File: src/rtl/pll_phase_sequencer.sv
// pll_phase_sequencer
// Runtime phase-adjust controller for the ECP5 EHXPLLL dynamic phase port.
// Takes "shift output X by N steps in direction D" requests, sequences
// PHASESEL/PHASEDIR/PHASESTEP, then waits for the PLL to re-lock before
// pulsing done. Tracks an 8-bit phase position per PLL output.
module pll_phase_sequencer #(
    parameter int SETUP_CYC    = 2,
    parameter int PULSE_CYC    = 4,
    parameter int GAP_CYC      = 4,
    parameter int LOCK_STABLE  = 16,
    parameter int LOCK_TIMEOUT = 1024
) (
    input  logic       clkin,
    input  logic       rst,
    input  logic       req_valid,
    output logic       req_ready,
    input  logic [1:0] req_sel,
    input  logic       req_dir,
    input  logic [7:0] req_steps,
    input  logic       locked,
    output logic [1:0] phasesel,
    output logic       phasedir,
    output logic       phasestep,
    output logic       busy,
    output logic       done,
    output logic       err,
    input  logic [1:0] pos_sel,
    output logic [7:0] pos
);

    // One shared phase counter covers SETUP, PULSE and GAP; size it for the longest.
    localparam int PH_MAX = (SETUP_CYC > PULSE_CYC) ?
                            ((SETUP_CYC > GAP_CYC) ? SETUP_CYC : GAP_CYC) :
                            ((PULSE_CYC > GAP_CYC) ? PULSE_CYC : GAP_CYC);
    localparam int PH_W = $clog2(PH_MAX + 1);
    localparam int ST_W = $clog2(LOCK_STABLE + 1);
    localparam int TO_W = $clog2(LOCK_TIMEOUT + 1);

    localparam logic [PH_W-1:0] SETUP_LAST = PH_W'(SETUP_CYC - 1);
    localparam logic [PH_W-1:0] PULSE_LAST = PH_W'(PULSE_CYC - 1);
    localparam logic [PH_W-1:0] GAP_LAST   = PH_W'(GAP_CYC - 1);
    localparam logic [ST_W-1:0] ST_LAST    = ST_W'(LOCK_STABLE - 1);
    localparam logic [TO_W-1:0] TO_LAST    = TO_W'(LOCK_TIMEOUT - 1);

    typedef enum logic [2:0] {
        S_IDLE,
        S_SETUP,
        S_PULSE,
        S_GAP,
        S_SETTLE,
        S_DONE
    } state_t;

    state_t            r_state;
    logic [PH_W-1:0]   r_cnt;
    logic [ST_W-1:0]   r_scnt;
    logic [TO_W-1:0]   r_tcnt;
    logic [7:0]        r_rem;
    logic [1:0]        r_sel;
    logic              r_dir;
    logic              r_phasestep;
    logic              r_busy;
    logic              r_done;
    logic              r_err;
    logic [3:0][7:0]   r_pos;
    logic [1:0]        r_lock_sync;
    logic              w_lock_s;

    assign w_lock_s  = r_lock_sync[1];
    assign req_ready = (r_state == S_IDLE) && !rst;
    assign phasesel  = r_sel;
    assign phasedir  = r_dir;
    assign phasestep = r_phasestep;
    assign busy      = r_busy;
    assign done      = r_done;
    assign err       = r_err;
    assign pos       = r_pos[pos_sel];

    // Two-flop synchroniser for the asynchronous PLL lock indication.
    always_ff @(posedge clkin or posedge rst) begin
        if (rst) begin
            r_lock_sync <= 2'b00;
        end else begin
            r_lock_sync <= {r_lock_sync[0], locked};
        end
    end

    // Main sequencer: accept, step pulses, settle on lock, report completion.
    always_ff @(posedge clkin or posedge rst) begin
        if (rst) begin
            r_state     <= S_IDLE;
            r_cnt       <= '0;
            r_scnt      <= '0;
            r_tcnt      <= '0;
            r_rem       <= '0;
            r_sel       <= 2'd0;
            r_dir       <= 1'b1;
            r_phasestep <= 1'b1;
            r_busy      <= 1'b0;
            r_done      <= 1'b0;
            r_err       <= 1'b0;
            r_pos       <= '0;
        end else begin
            r_done <= 1'b0;
            case (r_state)
                S_IDLE: begin
                    // req_ready is exactly (IDLE && !rst), so valid alone accepts here.
                    if (req_valid) begin
                        r_sel  <= req_sel;
                        r_dir  <= req_dir;
                        r_rem  <= req_steps;
                        r_err  <= 1'b0;
                        r_busy <= 1'b1;
                        r_cnt  <= '0;
                        if (req_steps == 8'd0) begin
                            // Nothing to step: complete immediately, no settle.
                            r_state <= S_DONE;
                            r_done  <= 1'b1;
                        end else begin
                            r_state <= S_SETUP;
                        end
                    end
                end
                S_SETUP: begin
                    if (r_cnt == SETUP_LAST) begin
                        r_cnt       <= '0;
                        r_phasestep <= 1'b0;
                        r_state     <= S_PULSE;
                    end else begin
                        r_cnt <= r_cnt + 1'b1;
                    end
                end
                S_PULSE: begin
                    if (r_cnt == PULSE_LAST) begin
                        r_cnt       <= '0;
                        r_phasestep <= 1'b1;
                        r_rem       <= r_rem - 8'd1;
                        // Position wraps modulo 256 in both directions.
                        r_pos[r_sel] <= r_dir ? (r_pos[r_sel] + 8'd1)
                                              : (r_pos[r_sel] - 8'd1);
                        if (r_rem > 8'd1) begin
                            r_state <= S_GAP;
                        end else begin
                            r_scnt  <= '0;
                            r_tcnt  <= '0;
                            r_state <= S_SETTLE;
                        end
                    end else begin
                        r_cnt <= r_cnt + 1'b1;
                    end
                end
                S_GAP: begin
                    if (r_cnt == GAP_LAST) begin
                        r_cnt       <= '0;
                        r_phasestep <= 1'b0;
                        r_state     <= S_PULSE;
                    end else begin
                        r_cnt <= r_cnt + 1'b1;
                    end
                end
                S_SETTLE: begin
                    r_tcnt <= r_tcnt + 1'b1;
                    if (w_lock_s) begin
                        r_scnt <= r_scnt + 1'b1;
                    end else begin
                        r_scnt <= '0;
                    end
                    // Stable lock is checked first so it wins over a coincident timeout.
                    if (w_lock_s && (r_scnt == ST_LAST)) begin
                        r_state <= S_DONE;
                        r_done  <= 1'b1;
                        r_err   <= 1'b0;
                    end else if (r_tcnt == TO_LAST) begin
                        r_state <= S_DONE;
                        r_done  <= 1'b1;
                        r_err   <= 1'b1;
                    end
                end
                S_DONE: begin
                    r_state <= S_IDLE;
                    r_busy  <= 1'b0;
                end
                default: begin
                    r_state <= S_IDLE;
                    r_busy  <= 1'b0;
                end
            endcase
        end
    end

endmodule
File: config.mk
export PLATFORM = sky130hd
export DESIGN_NAME = pll_phase_sequencer
export DESIGN_NICKNAME = d
export VERILOG_FILES = /design/src/rtl/pll_phase_sequencer.sv
export SDC_FILE = /design/constraint.sdc
export NUM_CORES = 1
export LEC_CHECK = 0
export ABC_CLOCK_PERIOD_IN_PS = 2900
export CAP_MARGIN = 5
export CORE_AREA = 5 5 101 84
export DETAILED_ROUTE_END_ITERATION = 10
export DIE_AREA = 0 0 106 89
export PLACE_DENSITY = 0.87
export SLEW_MARGIN = 30
export SYNTH_ARGS = -nofsm -noshare
export SYNTH_HDL_FRONTEND = slang
export SYNTH_SLANG_ARGS = --single-unit
File: constraint.sdc
create_clock -name clkin -period 2.9 [get_ports clkin]
set_input_delay 0.87 -clock clkin [delete_from_list [all_inputs] [get_ports clkin]]
set_output_delay 0.87 -clock clkin [all_outputs]
set_load 0.01 [all_outputs]
### After elaboration in Yosys (flattened, before gate mapping)

Index checks and enable logic that the tools add are counted.

| cells by class | value |
|---|---|
| $add $sub $neg | 6 |
| multipliers | 0 |
| div/mod/pow operators | 0 |
| magnitude comparators | 4 |
| equal/unequal tests | 14 |
| shift operators | 0 |
| multiplexer cells | 46 |
| bitwise operators | 1 |
| reductions and logical operators | 22 |

Operators with widths:

| operator | number |
|---|---|
| two-way mux 8 bit | 6 |
| two-way mux 3 bit | 11 |
| binary-select mux 8 bit (select 2 bit) | 2 |
| bitwise mux 32 bit | 1 |
| two-way mux 11 bit | 2 |
| one-hot mux 11 bit (2 select lines) | 1 |
| demux 8 bit (select 2 bit) | 1 |
| one-hot mux 8 bit (2 select lines) | 1 |
| subtractor 8 x 1 -> 8 bit, second input constant | 2 |
| two-way mux 5 bit | 3 |
| one-hot mux 3 bit (5 select lines) | 1 |
| adder 11 x 1 -> 11 bit, second input constant | 1 |
| equality test 11 x 10 -> 1 bit, second input constant | 1 |
| two-way mux 1 bit | 11 |
| != test 2 bit, second input constant | 5 |
| one-hot mux 5 bit (2 select lines) | 1 |
| equality test 3 x 2 -> 1 bit, second input constant | 3 |
| one-hot mux 3 bit (3 select lines) | 1 |
| AND reduction 3 bit | 3 |
| adder 8 x 1 -> 8 bit, second input constant | 1 |
| greater-than comparator 8 x 1 -> 1 bit, second input constant | 1 |
| logical NOT 8 bit | 1 |
| AND reduction 2 bit | 4 |
| equality test 3 x 1 -> 1 bit, second input constant | 2 |
| other kinds (19) | 27 |

| word-level totals | value |
|---|---|
| register bits | 71 |
| latch bits | 0 |
| RAM bits | 0 |
| memory bits (read-only) | 0 |
| input bits | 17 |
| output and inout bits | 16 |
| memories kept | 0 |

### Longest topological paths before layout

| logic depth | value |
|---|---|
| depth in word-level cells | 5 |
| mapped depth | 10 |
| mapped depth without buffers | 8 |

### Worst setup path after synthesis

Ideal clock, no wire load.

| path | value |
|---|---|
| kind | reg-to-reg |
| start point | register r_sel[0], in the netlist phasesel[0] |
| end point | register r_pos[30] (netlist name) |
| setup time | 0.065 ns |
| arrival time | 2.604 ns |
| data required time | 2.835 ns |
| setup slack | 0.231 ns |
| stages on the path, launching flop included | 10 |
| buffers on the path | 2 |
| period minus slack after synthesis | 2.669 ns |
| path through | dfrtp_1 buf_6 buf_2 mux4_2 ha_1 nor2b_1 o21a_1 o21a_1 o311ai_2 mux2_2 |

| between the ends | value |
|---|---|
| word-level cells in the longest chain between the ends | 5 |
| elaborated cells between the ends (all ways) | 11 |
| those cells by class | add/sub (2); order compare (2); mux (6); reduce/logical (1) |

RTL lines:

| what | RTL line | RTL |
|---|---|---|
| start, declared | 59 | `logic [1:0] r_sel;` |
| start signal, assigned | 109 | `r_sel <= req_sel;` |
| binary-select mux 8 bit (select 2 bit) (tied with other cells) | 139, 140 |  |
| two-way mux 8 bit (not written as such) or logical AND 1 bit (tied branches) | 139, 140 |  |
| subtractor 8 x 1 -> 8 bit (tied with other cells) | 140 | `: (r_pos[r_sel] - 8'd1);` |
| two-way mux 8 bit or demux 8 bit (select 2 bit) (tied branches) | 139 | `r_pos[r_sel] <= r_dir ? (r_pos[r_sel] + 8'd1)` |
| bitwise mux 32 bit * | 139 |  |
| end signal, assigned by index | 139 |  |
| end, declared | 65 | `logic [3:0][7:0] r_pos;` |

Every way passes the cells marked *; elsewhere a longest branch is shown, timed or not. The select of a mux whose other input is x is not followed.
A chain may end at the register's enable or synchronous reset.

### Worst setup path in the final report

| path | value |
|---|---|
| start point | input pos_sel[0] |
| end point | output pos[0] |

| between the ends | value |
|---|---|
| word-level cells in the longest chain between the ends | 2 |

RTL lines:

| what | RTL line | RTL |
|---|---|---|
| start, declared | 27 | `input logic [1:0] pos_sel,` |
| binary-select mux 8 bit (select 2 bit) | 77 | `assign pos = r_pos[pos_sel];` |
| two-way mux 8 bit (not written as such) | 77 |  |
| end, declared | 28 | `output logic [7:0] pos` |

Every way passes these cells. The select of a mux whose other input is x is not followed.

==> flow_summary_export.csv <==
group,metric,value,unit
detailed_routing,final_antenna_net_count,0,
floorplanning,core_region_area,7287,um^2
placement,place.detailed.hpwl,7009,um
detailed_routing,drt-wirelength-per-cell,18.67,um
synth,synthesis.area_per_instance,10.69,um^2
worst_setup_path,critical_path.slowest_cell,"mux4_2",
timing,timing.setup.tns,0,ps
detailed_routing,drt-vias-per-instance,6.426,
timing,timing.final.max_slew_violations,0,
floorplanning,top_level_ports,33,
placement,placement_setup_slack,-514.8,ps
timing,worst_clock_skew,11.62,ps
min_path,hold-path-endpoint,"r_lock_sync[1]",
synth,yosysTopAreaCellShare,41.32,%
clock_network,cts_made_buffers,9,
timing,unrepaired_setup_endpoints_after_global_routing,"false",
timing,slew_headroom,58.47,%
clock_network,hold_buffers,0,
detailed_routing,detail_route.first_pass.iterations,5,
placement,place.gp.congestion,0.8985,
worst_setup_path,critical_path_class,"input pin to primary output",
timing,fin_crit_sh,98.61,%
cells_and_area,num-fill-cells,551,
synth,synth_area_leaders,"dfrtp_1, mux4_2, mux2_2",
detailed_routing,count_of_routing_violations_after_the_opening_detailed_route_iteration,202,
min_path,hold_path_class,"register to register",
synth,synth-edff-count,0,
floorplanning,y_dimension_of_the_die,89,um
timing,tightestPinTransition,622.9,ps
floorplanning,start_util,57.35,%
clock_network,cts-root-to-sink-buffers,2,
cells_and_area,synthToLayoutAreaGrowth,15.06,%
grt,largest_net_degree_at_the_start_of_global_routing,40,
synth,synth_fp_nets,424,
worst_setup_path,worstReg2RegEnd,"r_pos[6]",
clock_network,clock_sink_count,71,
placement,port_buffers,32,
cells_and_area,design.final.nets,459,
grt,first_global_vias,3489,
cells_and_area,layout-drive-gt1-share,22.04,%
worst_setup_path,worstReg2RegStart,"phasesel[1]",
grt,first_pass_grt_wire_length,17040,um
timing,count_of_final_hold_check_violations,0,
synth,netlist_instances,391,
timing,fmaxAchievable,349.7,MHz
worst_setup_path,cp_max_fo,8,
cells_and_area,fin_area,4808,um^2
timing,layout_setup_ws,40.31,ps
power,leakage,2.058,nW
timing,setup_viol,0,
clock_network,cts_post_setup_buffers_inserted,0,
worst_setup_path,ff2ff_setup_slack,160,ps
clock_network,htree_depth,3,
synth,mappedNetlistArea,4179,um^2
cells_and_area,total_inserted_antenna_cells,0,
grt,globalRouteTotalUtil,22.91,%
clock_network,path_clk_slew,70,ps
synth,async_flop_share,100.0,%
power,power-per-cell-area,1163,nW/um^2
synth,yosysUniqueCellTypes,72,
synth,ys_ff_latch,71,
detailed_routing,totalWireLength,9725,um
worst_setup_path,timing.critical_path.required,2030,ps
synth,synth_top_cell_by_area,"dfrtp_1",
floorplanning,chipWidth,106,um
synth,synthesis.yosys.warnings,0,
detailed_routing,vias,3348,
clock_network,clock_insertion_delay_worst_skew,350,ps
run_status,run_status,"completed",
synth,register_area_share_after_synthesis,42.57,%
min_path,timing.hold.worst_path_depth,0,
min_path,min-delay-start,"r_lock_sync[0]",
worst_setup_path,path_depth_of_the_worst_reg2reg_path,8,
grt,antenna_found_initial,0,
clock_network,tritoncts,"done",
floorplanning,num_rows,28,
synth,yosys_most_used_dff,"dfrtp_1",
job,max_cap_violations,0,
clock_network,cts_root_buf,"clkbuf_8",
placement,placed_cell_area,4623,um^2
worst_setup_path,startpoint_kind_of_the_worst_setup_timing_path,"input pin",
timing,layout_min_cycle_time,2860,ps
power,peakVddDrop,0.6094,mV
worst_setup_path,path_cells,"dlygate4sd2_1, buf_12, mux4_2, clkdlybuf4s15_2",
floorplanning,die_area,9434,um^2
worst_setup_path,arrival,1990,ps
detailed_routing,detail_route.drc_violations,0,
grt,gr-total-overflow,0,
worst_setup_path,critical_path.endpoint_type,"primary output",
worst_setup_path,timing.critical_path.slowest_cell_delay,490,ps
## logic make-up after synthesis
group / synth area share [%]
simple gates: 15.21
compound gates: 15.36
flops: 42.57
mux: 16.41
buf+inv: 3.832
fa+ha+maj: 4.970
xor+xnor: 1.647
## synth_stat cells, types with 10 or more instances
cell type / instances
dfrtp_1: 69
nand2_1: 37
o21ai_0: 32
mux2_2: 24
nor2_1: 19
a21oi_1: 16
ha_1: 15
inv_1: 15
mux4_2: 15
o21ai_1: 14
nor3_1: 11
buf_2: 10
## final cells by class
type / count / area, um^2 / share of cell area (%)
flip-flops and latches: 71 / 1780 / 37.03
repair buffers: 44 / 404.1 / 8.405
clock inverters: 4 / 70.07 / 1.457
inverters: 15 / 56.30 / 1.171
multi-input cells: 285 / 2240 / 46.58
clock buffers: 12 / 145.1 / 3.018
well taps: 90 / 112.6 / 2.342
## how the worst max path moves through the flow
stage                      startpoint         to  slack [ps]  cells past startpoint
after global routing       pos_sel[0]     pos[0]           9                      4
after floorplan           phasesel[0]  r_pos[30]         230                      9
after global placement     pos_sel[0]     pos[4]        -480                      4
after CTS                  pos_sel[0]     pos[1]          30                      4
final                      pos_sel[0]     pos[0]          40                      4
after detailed placement   pos_sel[0]     pos[3]        -510                      4
## registers in the layout, indices dropped and copies added (netlist names), 2 cells and up
signal / flops
r_pos: 32
r_tcnt: 11
r_rem: 8
r_scnt: 5
r_cnt: 3
r_state: 3
phasesel: 2
r_lock_sync: 2
## power breakdown
group          internal, W  total, W  switching (W)  leakage, nW
Sequential         0.00134   0.00171       0.000372        0.910
Clock             0.000506  0.000867       0.000362        0.110
Combinational      0.00137   0.00301        0.00164         1.04
## layer usage
layer | up-vias | GRT usage (%) | share of wire, %
li1 | 1520 | - | -
met5 | - | 0 | 0
met1 | 1637 | 28.08 | 40
met4 | 0 | 11.06 | 2.9
met2 | 159 | 38.95 | 49
met3 | 32 | 5.487 | 7.7
## timing repair
action / CTS / global route
gates resized for setup: 32 / 2
gates cloned: 0 / 0
setup endpoints to repair: 9 / 10
## cells in the final DEF, fill, tap and decap left out, types with 15 or more instances in the layout
master	netlist	final
nor2_1	19	19
ha_1	15	15
dfrtp_1	69	68
mux4_2	15	15
a21oi_1	16	16
mux2_2	24	24
o21ai_0	32	32
clkdlybuf4s50_1	0	21
nand2_1	37	37
## per-stage QoR
step	instances	total power (W)	hold WS, ps	util (%)
floorplan	391	0.003886	331.2	-
global placement	505	0.004504	334.7	63.44
detailed placement	505	0.004716	373.9	63.44
CTS	521	0.005572	391.0	66.05
global route	521	0.006024	395.9	65.99
finish	521	0.005591	392.8	65.99
## worst max-delay path, delay by kind of cell
| family | cells | cell delay, ps |
|---|---|---|
| buffers and inverters | 3 | 630 |
| muxes | 1 | 490 |
Note: power is estimated with default switching activity, not from simulation.
